<file path="src/rtl/pipe_stage_skid_if.sv">
// One side of a pipeline-stage handshake: instruction word, PC+4 and packed generic fields.
// A transfer happens on a rising edge where valid and ready are both 1; the master holds its payload stable while valid=1 and ready=0.
interface pipe_stage_skid_if #(
  parameter int DATA_W  = 32,
  parameter int NFIELDS = 3
);
  logic                      valid;
  logic                      ready;
  logic [31:0]               ir;
  logic [31:0]               pc4;
  logic [NFIELDS*DATA_W-1:0] data;

  modport master (output valid, ir, pc4, data, input  ready);
  modport slave  (input  valid, ir, pc4, data, output ready);
endinterface

</file>
<file path="src/rtl/pipe_stage_skid.sv">
// Elastic MIPS pipeline-stage register: main entry drives the outputs, a skid entry absorbs one
// extra instruction so in_ready can come straight from a flop. Flush inserts a NOP bubble.
module pipe_stage_skid #(
  parameter int          DATA_W    = 32,
  parameter int          NFIELDS   = 3,
  parameter logic [31:0] RESET_PC4 = 32'h3000,
  parameter int          CNT_W     = 16
) (
  input  logic               clk,
  input  logic               reset,
  input  logic               flush,
  pipe_stage_skid_if.slave   in_bus,
  pipe_stage_skid_if.master  out_bus,
  output logic [CNT_W-1:0]   stall_cnt,
  output logic [CNT_W-1:0]   bubble_cnt
);
  localparam int FW = NFIELDS * DATA_W;

  typedef struct packed {
    logic [31:0]   ir;
    logic [31:0]   pc4;
    logic [FW-1:0] data;
  } entry_t;

  logic   main_valid, main_valid_n;
  entry_t main_q, main_n;
  logic   skid_valid, skid_valid_n;
  entry_t skid_q, skid_n;
  logic   in_ready_q;
  logic   in_fire, out_fire;
  entry_t in_ent;

  assign in_fire  = in_bus.valid & in_ready_q;
  assign out_fire = main_valid & out_bus.ready;
  assign in_ent   = '{ir: in_bus.ir, pc4: in_bus.pc4, data: in_bus.data};

  always_comb begin
    main_valid_n = main_valid;
    main_n       = main_q;
    skid_valid_n = skid_valid;
    skid_n       = skid_q;
    if (flush) begin
      main_valid_n = 1'b0;
      main_n.ir    = '0;
      main_n.pc4   = '0;
      skid_valid_n = 1'b0;
    end else if (!main_valid) begin
      if (in_fire) begin
        main_valid_n = 1'b1;
        main_n       = in_ent;
      end
    end else if (out_fire) begin
      // The skid holds the older instruction, so it always refills main before new input.
      if (skid_valid) begin
        main_n       = skid_q;
        skid_valid_n = 1'b0;
      end else if (in_fire) begin
        main_n = in_ent;
      end else begin
        main_valid_n = 1'b0;
        main_n.ir    = '0;
        main_n.pc4   = '0;
      end
    end else if (in_fire) begin
      skid_valid_n = 1'b1;
      skid_n       = in_ent;
    end
  end

  always_ff @(posedge clk) begin
    if (reset) begin
      main_valid <= 1'b0;
      main_q     <= '{ir: '0, pc4: RESET_PC4, data: '0};
      skid_valid <= 1'b0;
      skid_q     <= '0;
      in_ready_q <= 1'b1;
      stall_cnt  <= '0;
      bubble_cnt <= '0;
    end else begin
      main_valid <= main_valid_n;
      main_q     <= main_n;
      skid_valid <= skid_valid_n;
      skid_q     <= skid_n;
      in_ready_q <= !skid_valid_n;
      if (main_valid && !out_bus.ready && stall_cnt != '1)
        stall_cnt <= stall_cnt + CNT_W'(1);
      if (!main_valid && bubble_cnt != '1)
        bubble_cnt <= bubble_cnt + CNT_W'(1);
    end
  end

  assign in_bus.ready  = in_ready_q;
  assign out_bus.valid = main_valid;
  assign out_bus.ir    = main_q.ir;
  assign out_bus.pc4   = main_q.pc4;
  assign out_bus.data  = main_q.data;
endmodule

</file>
<file path="src/flat_wrapper.sv">
// flat-port wrapper written by rule: the top's interface ports become plain ports
module pipe_stage_skid_flat 
#(
  parameter int          DATA_W    = 32,
  parameter int          NFIELDS   = 3,
  parameter logic [31:0] RESET_PC4 = 32'h3000,
  parameter int          CNT_W     = 16
)
  (clk, reset, flush, stall_cnt, bubble_cnt, in_bus_valid, in_bus_ir, in_bus_pc4, in_bus_data, in_bus_ready, out_bus_valid, out_bus_ir, out_bus_pc4, out_bus_data, out_bus_ready);
  pipe_stage_skid_if #(.DATA_W(DATA_W), .NFIELDS(NFIELDS)) in_bus_i ();
  pipe_stage_skid_if #(.DATA_W(DATA_W), .NFIELDS(NFIELDS)) out_bus_i ();
  input  logic clk;
  input  logic reset;
  input  logic flush;
  output logic [CNT_W-1:0] stall_cnt;
  output logic [CNT_W-1:0] bubble_cnt;
  input wire logic [$bits(in_bus_i.valid)-1:0] in_bus_valid;
  input wire logic [$bits(in_bus_i.ir)-1:0] in_bus_ir;
  input wire logic [$bits(in_bus_i.pc4)-1:0] in_bus_pc4;
  input wire logic [$bits(in_bus_i.data)-1:0] in_bus_data;
  output wire logic [$bits(in_bus_i.ready)-1:0] in_bus_ready;
  output wire logic [$bits(out_bus_i.valid)-1:0] out_bus_valid;
  output wire logic [$bits(out_bus_i.ir)-1:0] out_bus_ir;
  output wire logic [$bits(out_bus_i.pc4)-1:0] out_bus_pc4;
  output wire logic [$bits(out_bus_i.data)-1:0] out_bus_data;
  input wire logic [$bits(out_bus_i.ready)-1:0] out_bus_ready;
  assign in_bus_i.valid = in_bus_valid;
  assign in_bus_i.ir = in_bus_ir;
  assign in_bus_i.pc4 = in_bus_pc4;
  assign in_bus_i.data = in_bus_data;
  assign in_bus_ready = in_bus_i.ready;
  assign out_bus_valid = out_bus_i.valid;
  assign out_bus_ir = out_bus_i.ir;
  assign out_bus_pc4 = out_bus_i.pc4;
  assign out_bus_data = out_bus_i.data;
  assign out_bus_i.ready = out_bus_ready;
  pipe_stage_skid #(.DATA_W(DATA_W), .NFIELDS(NFIELDS), .RESET_PC4(RESET_PC4), .CNT_W(CNT_W)) u_core (.clk(clk), .reset(reset), .flush(flush), .in_bus(in_bus_i), .out_bus(out_bus_i), .stall_cnt(stall_cnt), .bubble_cnt(bubble_cnt));
endmodule
</file>
<file path="config.mk">
export PLATFORM = sky130hd
export DESIGN_NAME = pipe_stage_skid_flat
export DESIGN_NICKNAME = d
export VERILOG_FILES = /design/src/rtl/pipe_stage_skid_if.sv /design/src/rtl/pipe_stage_skid.sv /design/src/flat_wrapper.sv
export SDC_FILE = /design/constraint.sdc
export NUM_CORES = 1
export LEC_CHECK = 0
export CORE_MARGIN = 5
export CORE_UTILIZATION = 49
export CTS_CLUSTER_SIZE = 40
export DETAILED_ROUTE_END_ITERATION = 12
export PLACE_DENSITY = 0.92
export SLEW_MARGIN = 25
export SYNTH_ARGS = -nofsm -noshare
export SYNTH_HDL_FRONTEND = slang
export SYNTH_SLANG_ARGS = --single-unit
export TNS_END_PERCENT = 20
</file>
<file path="constraint.sdc">
create_clock -name clk -period 2.06 [get_ports clk]
set_input_delay 0.206 -clock clk [delete_from_list [all_inputs] [get_ports clk]]
set_output_delay 0.206 -clock clk [all_outputs]
set_load 0.03 [all_outputs]
</file>
==> impl_metrics.ini <==
[outcome]
status = finished clean

[drt]
drt_iter0_markers = 1283
post-route-drc-count = 0
via_total_after_detailed_routing = 14196
wire_per_inst_um = 18.9
drtAntennaViolNets = 0
routed_wirelength_um = 45800
route.detailed.vias_per_inst = 5.85
number_of_iterations_in_the_first_detailed_routing_pass = 6

[sta]
hold_slack_ns = 0.0809
max_slew.worst_pin.slew_ns = 0.945
count_of_pins_over_their_slew_limit = 0
post_route_minimum_period_ns = 1.95
finalSetupViolCount = 0
fin_skew_ns = 0.0118
maxClockFrequency_mhz = 512
layout_worst_path_cycle_share_pct = 94.8
grt_setup_unrepaired = false
setup_slack_ns = 0.108
slew-limit-headroom_pct = 37.0
final-hold-violation-count = 0
fin_setup_tns_ns = 0

[pwr]
ir_worst_vdd_uv = 646
power_leakage_nw = 6.99
p_total_mw = 16.2
powerDensity_nw_per_um2 = 821

[global_route]
pin_count_of_the_biggest_net_entering_global_routing = 183
grt_use_total_pct = 26.4
grt_first_pass_wirelength_um = 73200
grt_overflow_total = 0
grt_pass1_vias = 14104
initial_antenna_violation_count = 1

[clock_tree]
clock_sink_count = 355
htreeDepth = 2
insertion_delay_ns = 0.51
cts_buffers = 37
holdBufCountCts = 0
clk_path_buf_depth = 3
post_cts_resize_count = 1
cts_tree = built
cts.reportedPaths.clkPinSlew_ns = 0.06
post_cts.repair.setup_buffers = 0
root_buffer = sky130_fd_sc_hd__clkbuf_16

[hold_path]
hold-path-cell-count = 3
hp-class = in -> reg

[setup_path]
worst_setup_path_start_kind = flop
critPathArrivalTime_ns = 1.75
setup.worst_path.class = reg -> out
critical_path.n_buffers_inverters = 1
critPathMaxStageDelay_ns = 0.76
critical_path.max_fanout = 7
required_ns = 1.85
crit_chain = clkdlybuf4s50_1
end_kind = output pin
path_delay_family = buffers and inverters
worst-path-stages = 1
worst_r2r_path_depth = 6
crit_path_top_delay_cell = sky130_fd_sc_hd__clkdlybuf4s50_1

[floorplanning]
chipHeight_um = 181
core-area_um2 = 28800
placement_rows = 62
die_area_um2 = 32800
effective_utilization_at_floorplan_pct = 49.8
num_io_pins = 359
die_x_um = 181

[yosys]
synth-warning-count = 0
synth_cells = 1725
ys_async_sr_fraction_pct = 0
synth_area_per_cell_um2 = 8.32
synth-edff-count = 0
synth_top_flop_cell = sky130_fd_sc_hd__dfxtp_1
synth-seq-area-share_pct = 49.5
mappedNetlistNets = 1892
synth.ff_latch_count = 355
ys_types = 57
netlist_area_um2 = 14300

[placement]
port_buffers = 358
dpl_worst_slack_ns = -0.0283
gpl.final_weighted_congestion = 0.832
detailed_place_hpwl_um = 29600

[cells_and_area]
post-route-util_pct = 68.6
finish.net_count = 2183
drive_gt1_share_pct = 9.30
area_growth_pct = 37.6
fillers = 2075
layout.area.seq_um2 = 7110
multi_input_comb_area_um2 = 6600

[job]
maxCapViolations = 0
==> layout by cell type, fill, tap and decap left out, types with 5 or more instances in the layout <==
cell	count
sky130_fd_sc_hd__dfxtp_1	353
sky130_fd_sc_hd__a311oi_1	97
sky130_fd_sc_hd__nor3_1	7
sky130_fd_sc_hd__inv_1	7
sky130_fd_sc_hd__buf_4	22
sky130_fd_sc_hd__o21ai_0	11
sky130_fd_sc_hd__clkbuf_8	15
sky130_fd_sc_hd__clkdlybuf4s50_1	356
sky130_fd_sc_hd__o31ai_1	5
sky130_fd_sc_hd__a22oi_1	62
sky130_fd_sc_hd__nand2_1	427
sky130_fd_sc_hd__buf_12	23
sky130_fd_sc_hd__nand4_1	6
sky130_fd_sc_hd__clkbuf_16	40
sky130_fd_sc_hd__nor2_1	172
sky130_fd_sc_hd__nand3_1	106
sky130_fd_sc_hd__mux2_2	66
sky130_fd_sc_hd__or3_1	6
sky130_fd_sc_hd__or4_1	6
sky130_fd_sc_hd__a21oi_1	176
sky130_fd_sc_hd__clkbuf_1	6
==> path summary, 6_finish.rpt <==
check / from / slack [ns] / to
worst min-delay path: reset / 0.08 / u_core.in_bus.ready$_SDFF_PP1_
worst max register to register: u_core.out_bus.valid$_SDFF_PP0_ / 0.17 / u_core.out_bus.data[48]$_SDFFE_PP0P_
worst min register to register: u_core.skid_q[10]$_SDFFE_PP0P_ / 0.45 / u_core.skid_q[10]$_SDFFE_PP0P_
worst max-delay path: u_core.stall_cnt[4]$_SDFFE_PP0P_ / 0.11 / stall_cnt[4]
==> metal layers <==
metal	share of wire [%]	vias to the layer above	global-route usage (%)
met3	9.7	138	7.56
met2	48	734	44.8
met1	38	6727	31.7
met4	4.2	0	10.4
li1	-	6597	-
met5	0	-	0
==> per-stage QoR <==
stage | cell area, um^2 | std cells
after floorplan | 14300 | 1725
after global placement | 18400 | 2361
after detailed placement | 18400 | 2361
after CTS | 19700 | 2426
after global routing | 19700 | 2427
final | 19700 | 2427
==> cells by family after synthesis <==
group | synth area share [%]
AOI/OAI and AO/OA | 17.5
buffers and inverters | 4.72
adders and majority gates | 0.174
xor gates and xnor gates | 0.122
DFF | 49.5
and+or+nand+nor | 22.6
muxes | 5.39
==> where the power goes <==
group	total (mW)	switching (mW)	leakage (nW)	internal, mW
Sequential	7.21	0.133	2.89	7.08
Clock	6.99	2.71	0.638	4.28
Combinational	1.99	1.10	3.46	0.892
==> layout make-up <==
| cell class | count | area share (%) |
|---|---|---|
| clock inverter | 5 | 0.412 |
| antenna | 1 | 0.0127 |
| tap | 384 | 2.43 |
| timing repair buffer | 403 | 21.3 |
| sequential | 355 | 36.1 |
| multi-input combinational | 1212 | 33.4 |
| inverter | 7 | 0.133 |
| clock buffer | 60 | 6.16 |
==> sequential cells by signal, summed over array words and instances (netlist names) <==
name / count
u_core.skid_valid: 1
u_core.out_bus.ir: 32
u_core.in_bus.ready: 1
u_core.stall_cnt: 16
u_core.out_bus.valid: 1
u_core.skid_q: 160
u_core.out_bus.pc4: 32
u_core.out_bus.data: 96
u_core.bubble_cnt: 16
==> cells in the mapped netlist (2+ instances only) <==
cell | number | area (um^2)
sky130_fd_sc_hd__dfxtp_1 | 355 | 7110
sky130_fd_sc_hd__o41ai_1 | 2 | 17.5
sky130_fd_sc_hd__o31a_1 | 2 | 17.5
sky130_fd_sc_hd__mux2_2 | 66 | 743
sky130_fd_sc_hd__nand4_1 | 6 | 37.5
sky130_fd_sc_hd__and4b_1 | 4 | 40.0
sky130_fd_sc_hd__a21oi_1 | 177 | 886
sky130_fd_sc_hd__o21a_1 | 2 | 15.0
sky130_fd_sc_hd__o31ai_1 | 5 | 37.5
sky130_fd_sc_hd__a221o_1 | 2 | 20.0
sky130_fd_sc_hd__nor3_1 | 7 | 35.0
sky130_fd_sc_hd__clkbuf_1 | 96 | 360
sky130_fd_sc_hd__o311a_1 | 2 | 20.0
sky130_fd_sc_hd__a22oi_1 | 62 | 465
sky130_fd_sc_hd__nor4_2 | 2 | 25.0
sky130_fd_sc_hd__nand4_2 | 2 | 25.0
sky130_fd_sc_hd__buf_4 | 9 | 67.6
sky130_fd_sc_hd__nand2_1 | 427 | 1600
sky130_fd_sc_hd__o21ai_0 | 11 | 55.1
sky130_fd_sc_hd__or4_1 | 6 | 45.0
sky130_fd_sc_hd__inv_1 | 7 | 26.3
sky130_fd_sc_hd__or2_1 | 2 | 12.5
sky130_fd_sc_hd__buf_2 | 40 | 200
sky130_fd_sc_hd__a311oi_1 | 97 | 850
sky130_fd_sc_hd__nor2b_1 | 3 | 18.8
sky130_fd_sc_hd__and3_1 | 3 | 18.8
sky130_fd_sc_hd__a31oi_1 | 4 | 25.0
sky130_fd_sc_hd__mux2i_1 | 3 | 30.0
sky130_fd_sc_hd__buf_1 | 6 | 22.5
sky130_fd_sc_hd__nor2_1 | 172 | 646
sky130_fd_sc_hd__nor4_1 | 4 | 25.0
sky130_fd_sc_hd__ha_1 | 2 | 25.0
sky130_fd_sc_hd__nand3_1 | 106 | 531
sky130_fd_sc_hd__and4_1 | 2 | 17.5
sky130_fd_sc_hd__or3_1 | 7 | 43.8
Note: power is estimated with default switching activity, not from simulation.
==> patch 1 (config.mk and constraints unchanged) <==
`CNT_W` is set to 16 in 2 places; all go to 32.
--- a/src/rtl/pipe_stage_skid.sv
+++ b/src/rtl/pipe_stage_skid.sv
@@ -4,7 +4,7 @@
   parameter int          DATA_W    = 32,
   parameter int          NFIELDS   = 3,
   parameter logic [31:0] RESET_PC4 = 32'h3000,
-  parameter int          CNT_W     = 16
+  parameter int          CNT_W     = 32
 ) (
   input  logic               clk,
   input  logic               reset,
--- a/src/flat_wrapper.sv
+++ b/src/flat_wrapper.sv
@@ -4,7 +4,7 @@
   parameter int          DATA_W    = 32,
   parameter int          NFIELDS   = 3,
   parameter logic [31:0] RESET_PC4 = 32'h3000,
-  parameter int          CNT_W     = 16
+  parameter int          CNT_W     = 32
 )
   (clk, reset, flush, stall_cnt, bubble_cnt, in_bus_valid, in_bus_ir, in_bus_pc4, in_bus_data, in_bus_ready, out_bus_valid, out_bus_ir, out_bus_pc4, out_bus_data, out_bus_ready);
   pipe_stage_skid_if #(.DATA_W(DATA_W), .NFIELDS(NFIELDS)) in_bus_i ();
Ports: changed (resized bubble_cnt and stall_cnt); port bits go from 359 to 391. The function was not compared with the original's and may differ.
==> patch 1 against the original RTL <==
- the run now ends with negative setup slack left
- critical path type is now reg -> reg
- synthesized area increased by 8.1%
- total power increased by 4.6%
- sequential cell count increased by 32
- cell area increased by 9.6%
- critical path depth increased by 6
- routed wire length increased by 8.9%
- setup slack got worse by 0.13 ns
- largest cell class unchanged
- maximum frequency decreased by 6.4%
==> patch 1: results (changes against the original RTL) <==
[min_path]
hold_depth=3  ; unchanged
hold_path_class=in -> reg
hp-start=in_bus_ir[0]
whs_endpoint=u_core.skid_q[128]

[timing]
setup_slack_ns=-0.02647  ; -0.1343 ns
timing.hold.ws_ns=0.2642  ; +0.1833 ns
skew_ns=0.009629  ; -0.002213 ns
setup_violations=1  ; +1
slew_headroom_pct=49.19  ; +12 points

[logic_synthesis]
synth.top_cells.by_area=dfxtp_1 50%, nand2_1 16%, a21oi_1 11%
ys_warn_count=0  ; unchanged
synth_area_per_cell_um2=7.583  ; -8.8%
synth.top_cells.by_count=664 x nand2_1, 387 x dfxtp_1, 332 x a21oi_1
synth_cell_types=43  ; -25%
synthArstFlopShare_pct=0  ; unchanged
syn-num-nets=2211  ; +17%
synth-seq-area-share_pct=49.98  ; +0.44 points

[grt]
grt_antenna_before_repair=5  ; +4
grt_usage_pct=26.70  ; +0.28 points
grt_pass1_vias=15590  ; +11%
grt_pass1_wl_um=79550  ; +8.6%
grt_max_degree=162  ; -11%

[pwr]
cellLeakagePower_nw=7.633  ; +9.3%
irDropWorstVdd_v=0.0005377  ; -17%

[clocking]
clk_pin_slew_ns=0.06  ; about the same
htree_levels=2  ; unchanged
insertion_delay_ns=0.51  ; about the same
clk_path_buf_depth=3  ; unchanged
cts-root-buf=clkbuf_16
cts_buffers=40  ; +8.1%

[setup_path]
crit_fanout=11  ; +4
critPathTopFamily=simple AND/OR/NAND/NOR gates
cp_slowest_stage_delay_ns=0.45  ; -0.31 ns
reg2regPathDepth=7  ; +1
crit_path_top_delay_cell=or4_4
arrival_ns=2.52  ; +0.77 ns
timing.rr.end=u_core.bubble_cnt[20]
reg2reg_from=u_core.bubble_cnt[1]

[detailed_routing]
vias_per_cell=5.738  ; -1.9%
wl_um=49910  ; +8.9%
dr.pass1.iters=6  ; unchanged
first_iter_violations=1455  ; +13%

[finish]
largest_reg_flops=160  ; unchanged
drive_gt1_share_pct=8.330  ; -0.97 points
top_register=u_core.skid_q
num-fill-cells=2321  ; +12%
instances_no_fill=2820  ; +16%
fin_nets=2552  ; +17%

[placement]
place_inst=2742  ; +16%
gp_congestion=0.8946  ; +7.5%
dp_hpwl_um=33140  ; +12%
port_buffers=390  ; +8.9%

[status]
status=finished with violations
failed_checks=negative setup slack

[patch 1: metrics by stage]
step / setup TNS [ns] / util [%] / cell area, µm² / setup slack [ns] / total power [W]
global placement: -2.077 / 64.36 / 20200 / -0.06817 / 0.009896
finish: -0.02647 / 68.89 / 21630 / -0.02647 / 0.01694
global route: -0.2982 / 68.89 / 21630 / -0.07342 / 0.01757
detailed placement: -5.636 / 64.36 / 20200 / -0.1410 / 0.009951
CTS: 0 / 68.53 / 21510 / 0.01022 / 0.01707
floorplan: -0.05001 / - / 15590 / -0.01139 / 0.008929
[patch 1: where the power goes]
part           internal (W)  switching [W]
Sequential          0.00769       0.000131
Clock               0.00425        0.00287
Combinational      0.000882        0.00111
Total                0.0128        0.00412
[patch 1: area by class of cell]
| cell class | count | area share [%] |
|---|---|---|
| inverters | 12 | 0.2083 |
| well taps | 402 | 2.326 |
| flip-flops and latches | 387 | 36.09 |
| clock buffers | 59 | 5.334 |
| diodes | 5 | 0.05786 |
| multi-input cells | 1487 | 33.60 |
| repair buffers | 457 | 21.79 |
| clock inverters | 11 | 0.6017 |
[patch 1: worst reg2reg max path: cells and delay by family, from the launching register on]
| family | cells | cell delay (ns) |
|---|---|---|
| and+or+nand+nor | 3 | 0.87 |
| AOI/OAI and AO/OA | 2 | 0.49 |
| adders and majority gates | 1 | 0.14 |
| buffers and inverters | 1 | 0.15 |
| DFF | 1 | 0.36 |
[patch 1: how the worst max path moves through the flow]
stage,startpoint,endpoint,slack [ns],cells past startpoint
after floorplan,u_core.stall_cnt[23],u_core.stall_cnt[10],-0.01,5
after global placement,out_bus_ready,u_core.out_bus.ir[21],-0.07,6
after detailed placement,out_bus_ready,u_core.out_bus.pc4[0],-0.14,6
after CTS,u_core.bubble_cnt[1],u_core.bubble_cnt[20],0.01,7
after global routing,u_core.bubble_cnt[1],u_core.bubble_cnt[20],-0.07,7
final,u_core.bubble_cnt[1],u_core.bubble_cnt[20],-0.03,7
[patch 1: per-layer routing]
layer / GRT usage, % / wire length (µm)
met5: 0 / 0
met4: 14.14 / 2693
met3: 6.422 / 4194
met2: 45.14 / 24350
met1: 31.50 / 18680
[patch 1: cell families (layout without fill, tap and decap cells)]
logic type                 Yosys count  after routing  share of synthesized area [%]
DFF                                387            387                          49.98
buffers and inverters              170            539                          4.133
and+or+nand+nor                    976            976                          25.82
xor gates and xnor gates            11             11                         0.6216
muxes                                9              9                         0.6377
adders and majority gates            2              2                         0.1614
other                                0              5                              0
AOI/OAI and AO/OA                  489            489                          18.65
[patch 1: repair_timing]
action,in CTS,in global routing
hold endpoints to repair,17,0
pin swaps,0,3
resized for setup,5,18
setup endpoints to repair,5,115
hold buffers,1,0
buffers inserted,0,1
==> patch 2 (same settings) <==
Without the edit above. Make the reset (`reset`) asynchronous in one clocked block.
--- a/src/rtl/pipe_stage_skid.sv
+++ b/src/rtl/pipe_stage_skid.sv
@@ -67,7 +67,7 @@
     end
   end
 
-  always_ff @(posedge clk) begin
+  always_ff @(posedge clk or posedge reset) begin
     if (reset) begin
       main_valid <= 1'b0;
       main_q     <= '{ir: '0, pc4: RESET_PC4, data: '0};
Check against the original RTL: not settled (the Yosys comparison gave no result); the edit may change what the design does.
==> patch 2 against the original RTL <==
- synthesized area is 3.3% higher
- critical path depth increased by 5
- cell area rose by 3.5%
- cell count decreased by 19%
- routed wire length fell by 13%
- setup slack worse by 0.015 ns
- sequential cell count unchanged
- utilization increased by 0.18 points
- critical endpoint is now u_core.out_bus.data[10]
Power is not compared: it rests on default switching activity, and its combinational part moved more than twofold at a synthesized area within 25%.
==> patch 2: results (changes against the original RTL) <==
[status]
status=finished clean

[finish]
clockBufferCount=54  ; -10%
drive_gt1_share_pct=17.72  ; +8.4 points
seq-cell-share_pct=43.50  ; +7.4 points
clk_share_pct=5.818  ; -0.76 points
multi_input_area_share_pct=27.57  ; -5.9 points
nMultiInputCombCells=754  ; -38%
num-fill-cells=1929  ; -7.0%
num-nonclk-inverters=3  ; -4
fin_nets=1721  ; -21%

[setup_path]
cp_slowest_stage_delay_ns=0.45  ; -0.31 ns
crit_fanout=136  ; +129
worstSetupPathType=reg -> reg
timing.rr.end=u_core.out_bus.data[10]
arrival_ns=2.31  ; +0.56 ns
reg2reg_setup_slack_ns=0.09  ; -0.08 ns
crit_path_top_delay_cell=dfrtp_1
reg2reg_from=u_core.out_bus.valid

[logic_synthesis]
ys.flop_type=dfrtp_1
syn-num-nets=1352  ; -29%
synthArstFlopShare_pct=100.0  ; +100 points
synth_cell_types=34  ; -40%
synth.top_cells.by_area=dfrtp_1 59%, mux2_2 12%, mux2i_1 11%
synth-compound-area-share_pct=5.877  ; -12 points
synth_mux_area_share_pct=23.37  ; +18 points
synth.top_cells.by_count=352 x dfrtp_1, 172 x nand2_1, 164 x mux2_2
synth-seq-area-share_pct=59.98  ; +10 points
yosys.area_share.xor_xnor_pct=1.537  ; +1.4 points

[grt]
grt_pass1_wl_um=62710  ; -14%
grt_usage_pct=22.89  ; -3.5 points
grt_max_degree=137  ; -25%
grt_pass1_vias=11700  ; -17%

[timing]
slew_headroom_pct=63.15  ; +26 points
skew_ns=0.01168  ; -0.0001630 ns

[placement]
gp_congestion=0.8409  ; +1.1%
dp_hpwl_um=27590  ; -6.7%
dpl_worst_slack_ns=0.02718  ; +0.05552 ns

[pwr]
cellLeakagePower_nw=9.784

[die]
dieArea_um2=33820  ; +3.1%

[detailed_routing]
first_iter_violations=670  ; -48%
vias_per_cell=5.495  ; -6.1%
dr.pass1.iters=4  ; -2
wl_per_cell_um=20.15  ; +6.7%

-- patch 2: cell types whose count changed after synthesis, moves of 157 or more --
| cell | unedited run | this run |
|---|---|---|
| a21oi_1 | 177 | 4 |
| dfrtp_1 | 0 | 352 |
| dfxtp_1 | 355 | 0 |
| mux2i_1 | 3 | 160 |
| nand2_1 | 427 | 172 |
| nor2_1 | 172 | 6 |
-- patch 2: per-stage QoR --
stage | util (%) | cells
floorplan | - | 1185
global placement | 64.72 | 1905
detailed placement | 64.72 | 1905
CTS | 68.71 | 1970
global route | 68.75 | 1974
finish | 68.75 | 1974
-- patch 2: worst min-delay path: stages --
cell and delay, ns:
clkdlybuf4s50_1 0.45, clkinvlp_4 0.13, buf_12 0.22
-- patch 2: per-layer routing --
metal / GRT usage (%) / wire [µm]
met2: 39.17 / 20010
met3: 5.659 / 3211
met4: 8.814 / 1416
met5: 0 / 0
met1: 28.13 / 15140
